===== config.mk =====
export PLATFORM = sky130hd
export DESIGN_NAME = fifo_cts_receiver
export DESIGN_NICKNAME = d
export VERILOG_FILES = /design/src/rtl/fifo_cts_receiver.sv
export SDC_FILE = /design/constraint.sdc
export NUM_CORES = 1
export LEC_CHECK = 0
export CAP_MARGIN = 10
export CORE_UTILIZATION = 55
export CTS_CLUSTER_SIZE = 14
export DETAILED_ROUTE_END_ITERATION = 10
export GPL_ROUTABILITY_DRIVEN = 1
export PLACE_DENSITY = 0.8
export SKIP_LAST_GASP = 1
export SLEW_MARGIN = 5
export SYNTH_ARGS = -nofsm -noshare
export SYNTH_HDL_FRONTEND = slang
export SYNTH_SLANG_ARGS = --single-unit

===== constraint.sdc =====
create_clock -name clk -period 2.5 [get_ports clk]
set_input_delay 0.625 -clock clk [delete_from_list [all_inputs] [get_ports clk]]
set_output_delay 0.625 -clock clk [all_outputs]
set_load 0.02 [all_outputs]

===== src/rtl/fifo_cts_receiver.sv =====
// fifo_cts_receiver
// Receiving end of a router-to-router RTS/CTS link. Each handshake
// accepts one flit into a small circular FIFO, and the head flit is
// presented to the local crossbar with first-word fall-through. Any of
// the five output arbiters may pop the head through its read_en line.

module fifo_cts_receiver #(
    parameter int DATA_WIDTH = 32,
    parameter int DEPTH      = 4
) (
    input  logic                  clk,
    input  logic                  rst,
    input  logic [DATA_WIDTH-1:0] RX,
    input  logic                  DRTS,
    input  logic                  read_en_N,
    input  logic                  read_en_E,
    input  logic                  read_en_W,
    input  logic                  read_en_S,
    input  logic                  read_en_L,
    output logic                  CTS,
    output logic [DATA_WIDTH-1:0] Data_out,
    output logic                  empty,
    output logic                  full
);

    localparam int PTR_W = $clog2(DEPTH);
    localparam int CNT_W = PTR_W + 1;
    localparam logic [CNT_W-1:0] FULL_COUNT = CNT_W'(DEPTH);

    typedef enum logic {
        IDLE = 1'b0,
        ACK  = 1'b1
    } cts_state_t;

    cts_state_t             state_q;
    cts_state_t             state_d;
    logic [PTR_W-1:0]       wr_ptr_q;
    logic [PTR_W-1:0]       wr_ptr_d;
    logic [PTR_W-1:0]       rd_ptr_q;
    logic [PTR_W-1:0]       rd_ptr_d;
    logic [CNT_W-1:0]       count_q;
    logic [CNT_W-1:0]       count_d;
    logic [DATA_WIDTH-1:0]  mem_q [DEPTH];
    logic [DATA_WIDTH-1:0]  mem_d [DEPTH];

    logic write_en;
    logic read_req;
    logic read_en;

    // CTS follows the state register directly, so it is a clean registered pulse.
    assign CTS      = (state_q == ACK);
    assign write_en = DRTS & CTS;
    assign read_req = read_en_N | read_en_E | read_en_W | read_en_S | read_en_L;
    assign read_en  = read_req & ~empty;

    assign Data_out = mem_q[rd_ptr_q];
    assign empty    = (count_q == '0);
    assign full     = (count_q == FULL_COUNT);

    // Handshake next state: grant only from IDLE when there is room, then always drop back.
    always_comb begin
        state_d = state_q;
        case (state_q)
            IDLE: begin
                if (DRTS && !full) begin
                    state_d = ACK;
                end
            end
            ACK: begin
                state_d = IDLE;
            end
            default: begin
                state_d = IDLE;
            end
        endcase
    end

    // FIFO storage, pointer and occupancy updates for the current write/pop pair.
    always_comb begin
        mem_d    = mem_q;
        wr_ptr_d = wr_ptr_q;
        rd_ptr_d = rd_ptr_q;
        count_d  = count_q;
        if (write_en) begin
            mem_d[wr_ptr_q] = RX;
            wr_ptr_d        = wr_ptr_q + PTR_W'(1);
        end
        if (read_en) begin
            rd_ptr_d = rd_ptr_q + PTR_W'(1);
        end
        case ({write_en, read_en})
            2'b10:   count_d = count_q + CNT_W'(1);
            2'b01:   count_d = count_q - CNT_W'(1);
            default: count_d = count_q;
        endcase
    end

    // State register; reset wipes storage so Data_out reads zero and drops any pending grant.
    always_ff @(posedge clk) begin
        if (rst) begin
            state_q  <= IDLE;
            wr_ptr_q <= '0;
            rd_ptr_q <= '0;
            count_q  <= '0;
            for (int i = 0; i < DEPTH; i++) begin
                mem_q[i] <= '0;
            end
        end else begin
            state_q  <= state_d;
            wr_ptr_q <= wr_ptr_d;
            rd_ptr_q <= rd_ptr_d;
            count_q  <= count_d;
            for (int i = 0; i < DEPTH; i++) begin
                mem_q[i] <= mem_d[i];
            end
        end
    end

endmodule


==> run summary <==
initial drt markers -> 415
Clock transition at path regs -> 60 ps
Site Rows -> 36
top_reg_cell synth -> dfxtp_1
Power Density -> 852 nW/um^2
Post-synth ARST share -> 0
Mean Syn Cell Area -> 8.81 um^2
Design Area, Final -> 7130 um^2
Final Slew Violations -> 0
Slew headroom -> 0.597
Core ar. -> 9950 um^2
CTS tree -> built
register area -> 2730 um^2
RSZ-0062 raised after global routing -> yes
f_max -> 394 MHz
area of the multi-input gates -> 2640 um^2
vias per inst -> 5.75
clock skew -> 6.75 ps
synthesized netlist cell count -> 653
VDD IR max -> 0.735 mV
Crit path required time -> 1880 ps
fill count -> 692
first-pass GRT wire length -> 24300 um
Final Net Count -> 772
CTS Buf Count -> 17
Tot GR Track Use -> 0.284
total gr overflow -> 0
Slew @ Worst Pin -> 605 ps
initial core utilization -> 0.578
Startpoint Class -> flop
H-tree levels -> 4
DIE WIDTH -> 104 um
Crit path largest cell delay -> 530 ps
#FFs+latches synth -> 136
Place WS -> -248 ps
Port Buffers -> 74
final setup fails -> 6
DRC Markers -> 0
Max Root-Sink Buffers -> 2
vias in the first global route -> 5110
Antenna Violating Nets Remaining -> 0
Pre-Repair DR Iteration Count -> 5
Max-Cap Viols -> 0
failing checks -> negative setup slack
Final Hold Fails -> 0
Pleak -> 0.00251 uW
crit path time final -> 2540 ps
Post-DP HPWL -> 9100 um
Placer Congestion -> 0.737
Worst EP arrival -> 1910 ps
slowest cell on the critical path -> mux4_2
die area -> 10900 um^2
FF-to-FF setup slack -> 440 ps
Hold Crit Class -> flop to flop
Mapped Nets -> 699
die height -> 104 um
register area share after synthesis -> 0.473
worst path cell trace -> buf_6 -> mux4_2 -> clkdlybuf4s15_1
worst setup margin -> -35.0 ps
CP Capture Type -> output port
initial antenna violation count -> 0
CP Class -> flop to output port
# diodes -> 0
library cells used by synthesis -> 29
critical path peak fanout -> 7
Post-Layout Cell Count -> 872
Ys Warns -> 0
Post-synth EDFFs -> 0
final core utilization -> 0.716
Routed WL -> 15100 um
largest net degree at the start of global routing -> 59
Post-Place Cells -> 837
Layout area overhead -> 23.9%
layout cells sized above 1 -> 0.176
I/O pins -> 75
fin crit share -> 1.01
Avg WL per Cell -> 17.3 um
Skew-Pair Late Insertion Delay -> 520 ps
outcome -> finished, violations left
hold buffers post-CTS -> 0
Cell Area, Synth -> 5750 um^2
Root Driver -> clkbuf_8
via count -> 5016
clk sinks -> 136
DP Area -> 6560 um^2
-- synthesized netlist by cell type (2+ instances only) --
cell / number / area [um^2]
clkbuf_1: 9 / 33.8
nor2_1: 7 / 26.3
nand2_1: 258 / 968
inv_1: 7 / 26.3
a21oi_1: 132 / 661
mux4_2: 29 / 653
dfxtp_1: 136 / 2720
buf_12: 2 / 40.0
buf_4: 5 / 37.5
mux4_1: 3 / 78.8
xor2_1: 2 / 17.5
nand3_1: 5 / 25.0
and3_1: 5 / 31.3
buf_2: 22 / 110
ha_1: 5 / 62.6
buf_1: 4 / 15.0
buf_6: 10 / 113
-- report_power, final --
part | switching, uW | internal, uW | leakage, uW
logic | 600 | 571 | 0.00113
clock network | 966 | 1630 | 0.000284
registers | 70.2 | 2240 | 0.00110
total | 1640 | 4430 | 0.00251
-- per-stage QoR --
stage,setup TNS (ps),hold slack (ps),power (uW)
floorplan,0,432,3030
global placement,-137,438,3400
detailed placement,-248,443,3430
CTS,-1500,452,6070
global route,-744,469,6280
finish,-71.5,452,6070
-- cell usage in the layout (no fill, tap or decap), types with 7 or more instances in the layout --
master	netlist	routed
inv_1	7	7
buf_2	22	9
clkbuf_2	0	13
mux4_2	29	30
dfxtp_1	136	134
a21oi_1	132	132
clkdlybuf4s50_1	0	40
nand2_1	258	258
buf_4	5	28
clkdlybuf4s15_2	0	7
clkbuf_16	0	16
nor2_1	7	7
-- layout make-up --
| cell class | instances | share of cell area |
|---|---|---|
| Timing Repair Buffer | 107 | 0.134 |
| Sequential cell | 136 | 0.383 |
| Inverter | 7 | 0.00369 |
| Clock inverter | 14 | 0.0277 |
| Multi-Input combinational cell | 457 | 0.370 |
| Tap cell | 133 | 0.0233 |
| Clock buffer | 18 | 0.0586 |
-- final timing paths --
path | from | endpoint | depth (start not counted)
hold reg to reg | mem_q[84]$_SDFFE_PP0P_ | mem_q[84]$_SDFFE_PP0P_ | 2
hold / removal | mem_q[84]$_SDFFE_PP0P_ | mem_q[84]$_SDFFE_PP0P_ | 2
setup / recovery | rd_ptr_q[1]$_SDFFE_PP0P_ | Data_out[20] | 3
setup reg to reg | count_q[1]$_SDFFE_PP0P_ | count_q[2]$_SDFFE_PP0P_ | 8
-- cell families (layout without fill, tap and decap cells) --
logic type / count (synthesis) / count (layout) / synth area share
xor gates and xnor gates: 3 / 3 / 0.00457
adders and majority gates: 6 / 6 / 0.0144
buffers and inverters: 60 / 146 / 0.0679
muxes: 34 / 34 / 0.131
and+or+nand+nor: 280 / 280 / 0.192
AOI/OAI and AO/OA: 134 / 134 / 0.117
DFF: 136 / 136 / 0.473
-- flip-flops by register name (all words and copies together), names as in the netlist --
| name | flops |
|---|---|
| mem_q | 128 |
| rd_ptr_q | 2 |
| wr_ptr_q | 2 |
| count_q | 3 |
| CTS | 1 |
-- worst max-delay path, delay by kind of cell, from the launching register on --
family	cells	cell delay (ps)
flip-flops	1	390
multiplexers	1	530
buffers and inverters	2	470
-- what timing repair did --
item,4_1_cts,5_1_grt
endpoints found under the setup margin,32,29
buffers inserted,1,1
gates resized for setup,75,35
gates cloned,1,0
-- routing by layer --
metal	track usage	part of all wire	vias up
met3	0.0639	0.091	32
met1	0.330	0.37	2366
met4	0.129	0.017	0
met2	0.495	0.52	294
li1	-	-	2324
met5	0	0	-
Note: power is estimated with default switching activity, not from simulation.
